$ cat config.mk
export PLATFORM = sky130hd
export DESIGN_NAME = soc_bus_ctrl
export DESIGN_NICKNAME = d
export VERILOG_FILES = /design/src/rtl/soc_bus_ctrl.sv
export SDC_FILE = /design/constraint.sdc
export NUM_CORES = 1
export LEC_CHECK = 0
export CORE_MARGIN = 2
export CORE_UTILIZATION = 33
export DETAILED_ROUTE_END_ITERATION = 16
export PLACE_DENSITY = 0.83
export SYNTH_ARGS = -nofsm -noshare
export SYNTH_HDL_FRONTEND = slang
export SYNTH_SLANG_ARGS = --single-unit
$ cat constraint.sdc
create_clock -name clk_i -period 2.1 [get_ports clk_i]
set_input_delay 0.42 -clock clk_i [delete_from_list [all_inputs] [get_ports clk_i]]
set_output_delay 0.42 -clock clk_i [all_outputs]
set_load 0.1 [all_outputs]
$ cat src/rtl/soc_bus_ctrl.sv
// soc_bus_ctrl: region decode, delayed read-data steering, wait states and write gating for external slots.
// Latency: selects and wr_o are combinational; a waited slot stalls EXTn_WAIT cycles and completes in DONE.
// Backpressure: stall_o holds the processor; SOC_BUS_CTRL_BUS_ERR_EN adds sticky unmapped-access capture.
module soc_bus_ctrl #(
    parameter logic [7:0] PERIPH_TAG = 8'hE1,
    parameter logic [7:0] EXT0_TAG   = 8'hE2,
    parameter logic [7:0] EXT1_TAG   = 8'hE4,
    parameter int         EXT0_WAIT  = 2,
    parameter int         EXT1_WAIT  = 0,
    parameter int         WAIT_W     = 4
) (
    input  logic        clk_i,
    input  logic        rst_i,
    input  logic [31:0] addr_i,
    input  logic [3:0]  we_i,
    output logic        stall_o,
    output logic        sel_boot_o,
    output logic        sel_ram_n_o,
    output logic        sel_periph_o,
    output logic        sel_ext0_o,
    output logic        sel_ext1_o,
    output logic        wr_o,
    input  logic [31:0] data_boot_i,
    input  logic [31:0] data_ram_i,
    input  logic [31:0] data_periph_i,
    input  logic [31:0] data_ext0_i,
    input  logic [31:0] data_ext1_i,
    output logic [31:0] data_o,
    input  logic        err_clr_i,
    output logic        err_o,
    output logic [31:0] err_addr_o
);

    localparam bit EXT0_WAITED = (EXT0_WAIT > 0);
    localparam bit EXT1_WAITED = (EXT1_WAIT > 0);
    localparam logic [WAIT_W-1:0] EXT0_LOAD = EXT0_WAITED ? WAIT_W'(EXT0_WAIT - 1) : '0;
    localparam logic [WAIT_W-1:0] EXT1_LOAD = EXT1_WAITED ? WAIT_W'(EXT1_WAIT - 1) : '0;

    typedef enum logic [1:0] {
        ST_IDLE = 2'd0,
        ST_WAIT = 2'd1,
        ST_DONE = 2'd2
    } state_t;

    state_t            state, state_nxt;
    logic [WAIT_W-1:0] cnt, cnt_nxt;
    logic [31:0]       last_addr;
    logic              last_valid;
    logic              ram_dly, periph_dly, ext0_dly, ext1_dly;
    logic              hit_boot, hit_ram, hit_periph, hit_ext0, hit_ext1;
    logic              wsel0, wsel1, wsel, new_acc;
    logic              we_any, wr_direct, wr_wait;

    always_comb begin
        hit_boot   = (addr_i[31:28] == 4'h0);
        hit_ram    = (addr_i[31:28] == 4'h4);
        hit_periph = (addr_i[31:24] == PERIPH_TAG);
        hit_ext0   = (addr_i[31:24] == EXT0_TAG);
        hit_ext1   = (addr_i[31:24] == EXT1_TAG);
    end

    assign sel_boot_o   = hit_boot;
    assign sel_ram_n_o  = ~hit_ram;
    assign sel_periph_o = hit_periph;
    assign sel_ext0_o   = hit_ext0;
    assign sel_ext1_o   = hit_ext1;

    assign we_any  = (we_i != 4'h0);
    assign wsel0   = hit_ext0 & EXT0_WAITED;
    assign wsel1   = hit_ext1 & EXT1_WAITED;
    assign wsel    = wsel0 | wsel1;
    // A re-read of the address that just completed does not stall again.
    assign new_acc = (addr_i != last_addr) | we_any | ~last_valid;

    always_ff @(posedge clk_i or negedge rst_i) begin
        if (!rst_i) begin
            state <= ST_IDLE;
            cnt   <= '0;
        end else begin
            state <= state_nxt;
            cnt   <= cnt_nxt;
        end
    end

    always_comb begin
        state_nxt = state;
        cnt_nxt   = cnt;
        wr_wait   = 1'b0;
        case (state)
            ST_IDLE: begin
                if (wsel && new_acc) begin
                    state_nxt = ST_WAIT;
                    cnt_nxt   = wsel1 ? EXT1_LOAD : EXT0_LOAD;
                end
            end
            ST_WAIT: begin
                if (cnt == '0) begin
                    state_nxt = ST_DONE;
                end else begin
                    cnt_nxt = cnt - WAIT_W'(1);
                end
            end
            ST_DONE: begin
                wr_wait   = we_any;
                state_nxt = ST_IDLE;
            end
            default: begin
                state_nxt = ST_IDLE;
            end
        endcase
    end

    assign stall_o = (state == ST_WAIT);

    // Waited slots only ever see the single DONE-cycle pulse.
    assign wr_direct = we_any & (hit_periph | (hit_ext0 & ~EXT0_WAITED) | (hit_ext1 & ~EXT1_WAITED));
    assign wr_o      = wr_direct | wr_wait;

    always_ff @(posedge clk_i or negedge rst_i) begin
        if (!rst_i) begin
            last_addr  <= '0;
            last_valid <= 1'b0;
        end else if (state == ST_DONE) begin
            last_addr  <= addr_i;
            last_valid <= 1'b1;
        end else if (!wsel) begin
            last_valid <= 1'b0;
        end
    end

    always_ff @(posedge clk_i or negedge rst_i) begin
        if (!rst_i) begin
            ram_dly    <= 1'b0;
            periph_dly <= 1'b0;
            ext0_dly   <= 1'b0;
            ext1_dly   <= 1'b0;
        end else if (!stall_o) begin
            ram_dly    <= hit_ram;
            periph_dly <= hit_periph;
            ext0_dly   <= hit_ext0;
            ext1_dly   <= hit_ext1;
        end
    end

`ifdef SOC_BUS_CTRL_BUS_ERR_EN
    logic        hit_none;
    logic        err_q;
    logic [31:0] err_addr_q;

    assign hit_none = ~(hit_boot | hit_ram | hit_periph | hit_ext0 | hit_ext1);

    // A new unmapped access takes priority over a simultaneous clear.
    always_ff @(posedge clk_i or negedge rst_i) begin
        if (!rst_i) begin
            err_q      <= 1'b0;
            err_addr_q <= '0;
        end else if (hit_none) begin
            err_q <= 1'b1;
            if (!err_q) begin
                err_addr_q <= addr_i;
            end
        end else if (err_clr_i) begin
            err_q      <= 1'b0;
            err_addr_q <= '0;
        end
    end

    assign err_o      = err_q;
    assign err_addr_o = err_addr_q;
`else
    logic unused_err_clr;
    assign unused_err_clr = err_clr_i;
    assign err_o          = 1'b0;
    assign err_addr_o     = '0;
`endif

    always_comb begin
        data_o = data_ram_i;
        if (hit_ext1 | ext1_dly) begin
            data_o = data_ext1_i;
        end else if (hit_ext0 | ext0_dly) begin
            data_o = data_ext0_i;
        end else if (hit_periph | periph_dly) begin
            data_o = data_periph_i;
        end else if (hit_boot & ~ram_dly) begin
            data_o = data_boot_i;
`ifdef SOC_BUS_CTRL_BUS_ERR_EN
        end else if (hit_none) begin
            data_o = 32'hDEAD_BEEF;
`endif
        end
    end

endmodule

# Yosys cells after proc, flatten, opt, wreduce, memory -nomap -nowiden
# Index checks and enable logic that the tools add are counted.
classes:
  add_sub_neg: 1
  eq_ne: 11
  mux: 13
  bitwise_logic: 12
  n_reduce_logical: 8
ops:
  columns: ["op", "n"]
  rows:
  - ["32-bit two-way mux", 4]
  - ["32-bit != test", 1]
  - ["8-bit equality test (second input constant)", 3]
  - ["4-bit logical NOT", 2]
  - ["4-bit two-way mux", 2]
  - ["4-bit case mux with 2 select lines", 1]
  - ["1-bit bitwise OR", 7]
  - ["4-bit by 3-bit equality test with 1-bit output (second input constant)", 1]
  - ["2-bit two-way mux", 2]
  - ["2-bit by 1-bit != test with 1-bit output (second input constant)", 2]
  - ["2-bit != test (second input constant)", 2]
  - ["2-bit case mux with 2 select lines", 1]
  - ["4-bit nonzero test", 1]
  - ["4-bit by 1-bit subtractor with 4-bit output (second input constant)", 1]
  - ["1-bit two-way mux", 3]
  - ["1-bit inverter", 3]
  - ["3-bit AND reduction", 1]
  - ["1-bit AND", 2]
  - ["2-bit by 1-bit equality test with 1-bit output (second input constant)", 1]
  - ["2-bit equality test (second input constant)", 1]
  - ["2-bit logical NOT", 1]
  - ["2-bit AND reduction", 1]
  - ["2-bit nonzero test", 1]
  - ["1-bit logical AND", 1]
totals:
  ff_bits: 43
  elab_cells: 53

# Longest topological paths before layout
depth:
  ltp_word: 6
  ltp_mapped: 8
  mapped_depth_nobuf: 7

# Least setup slack after synthesis
# OpenSTA, ideal clock, no wires.
synth_timing:
  path_type: "input port to output port"
  start: "in addr_i[31]"
  end: "out data_o[1]"
  t_arrival_ps: 4152
  required_ps: 1680
  setup_slack_ps: -2472
  path_stages: 8
  cell_sequence: "buf_6 -> nor4_4 -> and2b_1 -> buf_6 -> buf_12 -> mux2i_1 -> a211o_1 -> a31oi_1"
synth_via:
  elab_chain_len: 6
  word_cells_on_any_way: 12
  cone_classes: "eq/ne: 3; mux: 4; bitwise: 4; reduce/logical: 1"
synth_lines:
  columns: ["item", "line", "rtl"]
  rows:
  - ["start, declared", "14", "input logic [31:0] addr_i,"]
  - ["4-bit logical NOT", "55", "hit_boot = (addr_i[31:28] == 4'h0);"]
  - ["net sel_boot_o", "17", "output logic sel_boot_o,"]
  - ["1-bit AND", "185", "end else if (hit_boot & ~ram_dly) begin"]
  - ["32-bit two-way mux", "185", null]
  - ["32-bit two-way mux", "183", "end else if (hit_periph | periph_dly) begin"]
  - ["32-bit two-way mux", "181", "end else if (hit_ext0 | ext0_dly) begin"]
  - ["32-bit two-way mux", "179", "if (hit_ext1 | ext1_dly) begin"]
  - ["end, declared", "28", "output logic [31:0] data_o,"]
# The timed path passes the listed nets, and every way through them passes these cells.

# Worst setup path after layout
layout_timing:
  start: "in addr_i[27]"
  end: "out data_o[1]"
layout_via:
  elab_chain_len: 5
  word_cells_on_any_way: 9
  cone_classes: "eq/ne: 3; mux: 3; bitwise: 3"
layout_lines:
  columns: ["item", "line", "rtl"]
  rows:
  - ["8-bit equality test", "57", "hit_periph = (addr_i[31:24] == PERIPH_TAG);"]
  - ["1-bit bitwise OR", "183", null]
  - ["32-bit two-way mux", "183", null]
  - ["32-bit two-way mux", "181", null]
  - ["32-bit two-way mux *", "179", null]
# Mark *: on every way between the ends. The rest lies on a longest branch, timed or not.

==> impl_metrics.yaml <==
critical_path:
  crit_path_top_delay_cell: "and4bb_4"
  crit_end: "data_o[1]"
  crit_buf_inv: 4
  setup.worst_path.start_class: "input port"
  crit_required_ns: 1.68
  critPathMaxStageDelay_ns: 0.35
  path_class: "in -> out"
  end_kind: "primary output"
  r2r_start: "cnt[1]"
  path_common_cell: "buf_6"
  cp.depth: 8
  worstPathCellList: "buf_6 -> and4bb_4 -> a41oi_4 -> buf_6 -> buf_16 -> a211o_4 -> a31oi_4 -> buf_12"
  crit_arrival_ns: 2.17
  worstReg2RegEnd: "cnt[0]"
  ff2ff_setup_slack_ns: 0.21
  startpoint: "addr_i[27]"
  rr_worst_depth: 7
  critical_path.max_fanout: 5
  crit_family: "compound AO/OA/AOI/OAI gates"
die:
  start_util_pct: 34.12
  fp.coreArea_um2: 11560
  die_w_um: 113.4
  die_area_um2: 12850
  io_pins: 271
  dieHeight_um: 113.4
  fp-row-count: 39
yosys:
  syn_area_um2: 3946
  ys.flop_type: "dfrtp_1"
  syn_avg_cell_area_um2: 9.220
  ys_seq_elements: 43
  synthDistinctLibCells: 45
  async_flop_share_pct: 100.0
  yosysSeqAreaShare_pct: 27.27
  synthCells: 428
  synth-edff-count: 0
  ys_warn_count: 0
clock_tree:
  cts-root-buf: "clkbuf_16"
  clockBufferDepth: 2
  cts.reportedPaths.clkPinSlew_ns: 0.06
  cts_max_level: 2
  clock_sinks: 43
  cts_tree: "done"
  clock_latency_ns: 0.28
  numCtsBuffers: 5
route:
  routed_wl_um: 17240
  vias: 4356
  avgViaCountPerCell: 5.119
  antenna_left: 0
  routedWlPerCell_um: 20.26
  drc: 0
  firstDrtPassIters: 4
  drt_first_iter_violations: 212
global_routing:
  grt_pass1_wl_um: 24870
  grt_max_degree: 44
  grt_pass1_vias: 4711
  gr-total-overflow: 0
  grt_usage_pct: 24.62
  grt_antenna_before_repair: 0
cells_and_area:
  drive_gt1_share_pct: 33.62
  syn2layout_area_growth_pct: 106.3
  final_cells: 851
  antennaDiodeCount: 0
  nets: 908
sta:
  fin_ws_ns: -0.4860
  skew_ns: 0.005864
  rsz0062_at_grt: "true"
  period_share_pct: 123.1
  min_period_ns: 2.586
  max_freq_mhz: 386.7
  drv_slew: 0
  setup_viol: 33
  tightest_slew_ns: 0.5527
  slew_headroom_pct: 63.15
  finalHoldViolations: 0
power_and_ir_drop:
  p_leak_nw: 3.269
  power_density_nw_per_um2: 588.0
  ir_drop_uv: 916.5
  finalPower_mw: 4.788
status:
  violations: "setup timing"
  status: "finished with violations"
place:
  dp_hpwl_um: 12220
  io_buffers: 236
  finalWeightedCongestion: 0.8372
  placed_cells: 814
min_path:
  hp-class: "in -> async"
flow_run:
  cap_viol_max_count: 0
## layer usage
layer / GRT usage (%) / up-vias / routed length (um)
li1: - / 2019 / -
met3: 5.785 / 43 / 1138
met1: 25.95 / 2103 / 6369
met4: 10.24 / 0 / 660
met5: 0 / - / 0
met2: 46.63 / 191 / 9073
## worst min-delay path by stage
stage / from / to / depth (start not counted)
2_1_floorplan: rst_i / cnt[0] / 0
3_3_place_gp: ext0_dly / ext0_dly / 2
3_5_place_dp: ram_dly / ram_dly / 2
4_1_cts: rst_i / last_addr[22] / 2
5_1_grt: rst_i / last_addr[11] / 2
6_report: rst_i / last_addr[18] / 2
## placed cells by master, fill, tap and decap left out, drive strengths merged, types with 2 or more instances in the layout
master         instances
a41oi                  2
inv                    6
mux2                  33
xor2                   2
a21oi                  5
a211o                 32
conb                  33
ha                     2
nand2b                 3
nand4                 11
clkdlybuf4s50        188
a31oi                 32
nor4                   4
nor2b                  2
nand2                 35
nand3                  2
xnor2                 30
mux2i                 32
clkbuf                13
nor2                  71
dfrtp                 43
buf                  106
nor3                   3
o21ai                  4
## registers in the layout, summed over array words and instances, names as in the netlist
signal,flops
state,2
ram_dly,1
last_addr,32
last_valid,1
ext1_dly,1
periph_dly,1
ext0_dly,1
cnt,4
## power breakdown
group	total [mW]	switching, mW	internal [mW]
combinational	2.57	1.30	1.28
sequential	1.46	0.269	1.19
clock	0.752	0.313	0.439
total	4.79	1.88	2.91
## layout make-up
class	count	area (um2)
flip-flops and latches	43	1076
repair buffers	302	3691
multi-input cells	349	3032
clock inverters	2	12.51
well taps	143	178.9
clock buffers	6	128.9
fillers	800	3423
inverters	6	22.52
## kinds of logic (layout without fill, tap and decap cells)
group	Yosys count	count (layout)	synth area share (%)
AO/OA/AOI/OAI	79	79	19.37
XOR/XNOR	32	32	7.102
adder cells (fa/ha/maj)	2	2	0.6340
buffers and inverters	68	316	11.60
flip-flops	43	43	27.27
multiplexers	65	65	17.53
other	1	33	0.09503
AND/OR/NAND/NOR	138	138	16.39
## cell usage after synthesis, drive strengths merged, types with 2 or more instances
| cell type | count | area, um2 |
|---|---|---|
| dfrtp | 43 | 1076 |
| nand4 | 11 | 75.07 |
| a31oi | 32 | 369.1 |
| nand3 | 2 | 10.01 |
| nand2b | 3 | 18.77 |
| clkbuf | 10 | 37.54 |
| buf | 52 | 397.9 |
| mux2 | 33 | 371.6 |
| nor2b | 2 | 12.51 |
| a211o | 32 | 280.3 |
| o21ai | 4 | 20.01 |
| nor3 | 3 | 15.01 |
| mux2i | 32 | 320.3 |
| xnor2 | 30 | 262.8 |
| xor2 | 2 | 17.52 |
| a41oi | 2 | 36.29 |
| ha | 2 | 25.02 |
| nor4 | 4 | 40.04 |
| nor2 | 71 | 274.0 |
| inv | 6 | 22.52 |
| nand2 | 35 | 131.4 |
| a21oi | 5 | 25.02 |
## what timing repair did
action	in CTS	in global routing
endpoints found under the setup margin	42	39
cloned	9	8
hold endpoints to repair	0	0
hold buffers	0	0
buffers inserted	12	9
pin swaps	61	37
gates resized for setup	81	33
## worst register-to-register path: cells and delay by family (launching register included)
| family | cells | cell delay, ns |
|---|---|---|
| buffers and inverters | 1 | 0.12 |
| adders and majority gates | 1 | 0.16 |
| and+or+nand+nor | 4 | 0.84 |
| DFF | 1 | 0.42 |
| AOI/OAI and AO/OA | 1 | 0.25 |
## through the flow
stage | TNS (ns) | setup WS, ns | utilization, % | hold slack, ns | instance area [um2]
after global routing | -15.45 | -0.5375 | 70.40 | 0.2625 | 8142
after detailed placement | -31.80 | -0.9310 | 63.20 | 0.4699 | 7310
after CTS | -13.68 | -0.4519 | 68.68 | 0.2292 | 7943
after floorplan | -43.69 | -1.375 | - | 0.1244 | 4427
after global placement | -30.37 | -0.8876 | 63.20 | 0.4549 | 7310
final | -13.66 | -0.4860 | 70.40 | 0.2097 | 8142
Note: power is estimated with default switching activity, not from simulation.
==> edit 1 (config.mk and constraints unchanged) <==
Add a define of `SOC_BUS_CTRL_BUS_ERR_EN`.
--- a/src/rtl/soc_bus_ctrl.sv
+++ b/src/rtl/soc_bus_ctrl.sv
@@ -1,6 +1,8 @@
 // soc_bus_ctrl: region decode, delayed read-data steering, wait states and write gating for external slots.
 // Latency: selects and wr_o are combinational; a waited slot stalls EXTn_WAIT cycles and completes in DONE.
 // Backpressure: stall_o holds the processor; SOC_BUS_CTRL_BUS_ERR_EN adds sticky unmapped-access capture.
+`define SOC_BUS_CTRL_BUS_ERR_EN
+
 module soc_bus_ctrl #(
     parameter logic [7:0] PERIPH_TAG = 8'hE1,
     parameter logic [7:0] EXT0_TAG   = 8'hE2,
Behaviour: not the same (a bounded check fails within 4 cycles, from zero or initial values and one cycle with rst_i low).
==> edit 1 against the unedited design <==
- the run still ends with negative setup slack left
- design area rose by 34%
- via count rose by 38%
- die area rose by 21%
- wire length rose by 54%
- sequential cell count rose by 33
- total power rose by 30%
- largest power group unchanged
- synthesized area rose by 21%
- setup slack got worse by 160 ps
==> edit 1: results (changes against the unedited design) <==
Nets 1052 (+16%); adder-cell area share of the yosys netlist 0.00522 (-0.00112); vias in the first global route 6388 (+36%); Num CTS Buffers 9 (+4); Final WS setup -650 ps (-164 ps); CTS H-tree lvls 3 (+1); ranking of synthesized cells by area dfrtp_1 (40%), mux2_2 (7.3%), xnor2_1 (6.0%); ClkCell Share 0.0312 (+0.0139); R2R cell count 6 (-1); Synth top cells by count dfrtp_1 (76), nor2_1 (40), a21oi_1 (33), xnor2_1 (33), a22o_1 (32); Psw 2.40 mW (+28%); clock skew 7.24 ps (+1.38 ps); largest net degree at the start of global routing 77 (+75%); Tot GR Track Use 0.304 (+0.0583); FP Rows 44 (+13%); WL final 26600 µm (+54%); synthesis-to-finish area growth 128%; Mapped Avg Cell Area 9.62 µm² (+4.3%); Seq/Total Area, Yosys 0.397 (+0.124); critical path's largest stage delay 320 ps (-30 ps); clock latency at the later pin of the worst-skew pair 330 ps (+50 ps); status finished with violations; Seq/total area 0.174 (+0.0418); buffering overhead 0.412 (-0.0414); final count of negative-setup-slack endpoints 32 (-3.0%); layout cells sized above 1 0.460 (+0.124); violated checks negative setup slack; placed cells 997 (+22%); Distinct cells, synth 49 (+8.9%); Layout fillers 794 (-0.75%); port buffer count 270 (+14%); initial antenna violation count 5 (+5); area of the multi-input gates 3910 µm² (+29%); FF-to-FF Start last_addr[8]; post-synthesis mux area share 0.0729 (-0.102); sequential power 1.77 mW (+21%); Leak 4.46 nW (+37%); routed len/inst 25.5 µm (+26%); clk sinks 76 (+77%); inverter count 7 (+1); DRT Pass-1 Iters 5 (+1); Compound-Gate Fraction of Synth Area 0.243 (+0.0497); first-pass GRT wire length 36900 µm (+48%); CLK BUF 10 (+4); Post-CTS Setup Inserts 21 (+9); Post-Place Setup Slack -992 ps (-60.8 ps); multi-input gates 370 (+6.0%)
==> edit 1: worst max path at each step <==
stage / from / end / slack, ps / cells past startpoint
after floorplan: addr_i[30] / data_o[16] / -1030 / 8
after global placement: addr_i[28] / data_o[27] / -900 / 8
after detailed placement: addr_i[29] / data_o[27] / -990 / 8
after CTS: addr_i[27] / data_o[16] / -560 / 11
after global routing: addr_i[29] / data_o[31] / -660 / 11
final: addr_i[29] / data_o[31] / -650 / 11
==> edit 1: layer usage <==
layer,track usage,routed length (µm),vias to the layer above,part of all wire
li1,-,-,2556,-
met1,0.330,9270,2914,0.35
met2,0.530,13200,389,0.50
met3,0.0859,2220,131,0.083
met4,0.178,1900,2,0.071
met5,0,13,-,0.00049
==> edit 1: worst register-to-register path, stage by stage (launching register included) <==
cell	delay (ps)
dfrtp_1	420
xnor2_2	230
nand4_1	170
nor4_1	390
a311oi_1	190
buf_4	190
o21a_1	180
==> edit 2 (config.mk and constraints unchanged) <==
Made on the original files. The 3 states of `state_t` get a one-hot encoding in 3 bits.
--- a/src/rtl/soc_bus_ctrl.sv
+++ b/src/rtl/soc_bus_ctrl.sv
@@ -36,10 +36,10 @@
     localparam logic [WAIT_W-1:0] EXT0_LOAD = EXT0_WAITED ? WAIT_W'(EXT0_WAIT - 1) : '0;
     localparam logic [WAIT_W-1:0] EXT1_LOAD = EXT1_WAITED ? WAIT_W'(EXT1_WAIT - 1) : '0;
 
-    typedef enum logic [1:0] {
-        ST_IDLE = 2'd0,
-        ST_WAIT = 2'd1,
-        ST_DONE = 2'd2
+    typedef enum logic [2:0] {
+        ST_IDLE = 3'b001,
+        ST_WAIT = 3'b010,
+        ST_DONE = 3'b100
     } state_t;
 
     state_t            state, state_nxt;
Check against the original RTL: no difference found for any inputs over 10 cycles, from zero or initial values and one cycle with rst_i low; not proved beyond that.
==> edit 2 against the unedited design <==
- the run still ends with negative setup slack left
- sequential cell count increased by 1
- synthesized area decreased by 4.4%
- total power is 22% lower
- design area increased by 12%
- critical path type unchanged
- wire length rose by 28%
- setup slack lost 340 ps
- register-to-register slack gained 120 ps
==> edit 2: results (changes against the unedited design) <==
status finished with violations; violated checks negative setup slack; YS warnings 0 (unchanged); Detailed Place HPWL 11800 µm (-3.1%); WL final 22100 µm (+28%); largest net degree at the start of global routing 45 (+2.3%); Tot GR Track Use 0.296 (+0.0495); fraction of synthesis flops using an asynchronous set or reset pin 1.00 (unchanged); Nets 944 (+4.0%); Distinct cells, synth 47 (+4.4%); reg2reg setup slack 330 ps (+120 ps); Seq/Total Area, Yosys 0.292 (+0.0195); CTS H-tree lvls 2 (unchanged); CP endpoint data_o[18]; ranking of synthesized cells by area dfrtp_1 (29%), mux2_2 (9.6%), a21oi_1 (8.6%); layout cells sized above 1 0.495 (+0.158); CP Max Fanout 8 (+3); Num CTS Buffers 5 (unchanged); Largest regs last_addr x32, cnt x4, state x3; vias per inst 5.48 (+7.0%); starting DRC count in detailed routing 308 (+45%); switching share of total power 0.379 (-0.0139); clock latency at the later pin of the worst-skew pair 280 ps (about the same); FF-to-FF Start state[0]; clock skew 3.68 ps (-2.19 ps); vias in the first global route 5006 (+6.3%); VDD IR max 0.589 mV (-36%); Critical Path Source addr_i[28]; Slew headroom 0.632 (about the same); Final GP Congestion 0.954 (+14%); final count of negative-setup-slack endpoints 37 (+12%); clk root buf clkbuf_16; CTS max path bufs 2 (unchanged); CP max-delay cell o31a_4; Synth top cells by count nor2_1 (67), a21oi_1 (65), dfrtp_1 (43), buf_4 (38); reg-to-reg endpoint cnt[1]; DRT Pass-1 Iters 4 (unchanged); CP arrival 2510 ps (+340 ps); Final WS setup -828 ps (-342 ps); first-pass GRT wire length 28500 µm (+15%); Leak 3.52 nW (+7.7%); clock-pin slew on the worst setup and hold paths 60 ps (about the same); port buffer count 236 (unchanged); initial antenna violation count 1 (+1); HP Class input pin to async pin; critical path's largest stage delay 440 ps (+90 ps); Layout fillers 576 (-28%); R2R cell count 7 (unchanged)
[edit 2: cell type report]
class | instances | area (µm²) | area share
diodes | 2 | 5.00 | 0.000547
clock buffers | 7 | 153 | 0.0167
clock inverters | 1 | 30.0 | 0.00328
inverters | 10 | 60.1 | 0.00656
multi-input cells | 359 | 3650 | 0.399
flip-flops and latches | 44 | 1100 | 0.120
well taps | 143 | 179 | 0.0195
repair buffers | 323 | 3970 | 0.434
[edit 2: per-layer routing]
layer	global-route usage	up-vias	part of all wire
li1	-	2089	-
met1	0.323	2395	0.35
met2	0.550	304	0.52
met3	0.0590	81	0.068
met4	0.133	0	0.057
met5	0	-	0
[edit 2: how the worst min path moves through the flow]
stage,from,end,slack (ps),depth (start not counted)
2_1_floorplan,rst_i,cnt[0],120,0
3_3_place_gp,ext0_dly,ext0_dly,460,2
3_5_place_dp,last_valid,last_valid,470,2
4_1_cts,rst_i,last_addr[15],220,2
5_1_grt,rst_i,cnt[2],260,2
6_report,rst_i,cnt[1],210,2
[edit 2: through the flow]
stage | cell area [µm²] | worst slack, ps | TNS, ps | cells | total power [mW]
3_5_place_dp | 7170 | -1130 | -39000 | 827 | 2.54
2_1_floorplan | 4310 | -1310 | -41940 | 471 | 1.88
3_3_place_gp | 7170 | -1040 | -35980 | 827 | 2.51
5_1_grt | 9150 | -816 | -22620 | 888 | 3.84
4_1_cts | 8420 | -658 | -19390 | 869 | 3.60
6_report | 9150 | -828 | -21120 | 889 | 3.75
[edit 2: power groups by stage]
stage                     Combinational, mW  Sequential [mW]  Clock (mW)
after floorplan                       0.962            0.916           0
after global placement                 1.60            0.919           0
after detailed placement               1.62            0.922           0
after CTS                              1.74            0.907       0.953
after global routing                   1.94            0.912       0.993
final                                  1.89            0.908       0.950
[edit 2: worst max-delay path, delay by kind of cell]
family | cells | cell delay, ps
buffers and inverters | 4 | 650
and+or+nand+nor | 2 | 510
AOI/OAI and AO/OA | 4 | 900
[edit 2: kinds of logic (layout without fill, tap and decap cells)]
group           Yosys count  in the layout  share of synthesized area
compound gates          110            111                      0.175
fa+ha+maj                 2              2                    0.00663
flops                    44             44                      0.292
simple gates            114            116                      0.143
xor+xnor                 33             33                     0.0766
other cells               1             35                   0.000994
buf+inv                  71            341                      0.125
mux                      64             64                      0.180
[edit 2: repair_timing]
action	CTS	global route
setup endpoints to repair	41	40
setup buffers	22	16
pin swaps	28	33
gates cloned	13	9
gates resized for setup	163	117
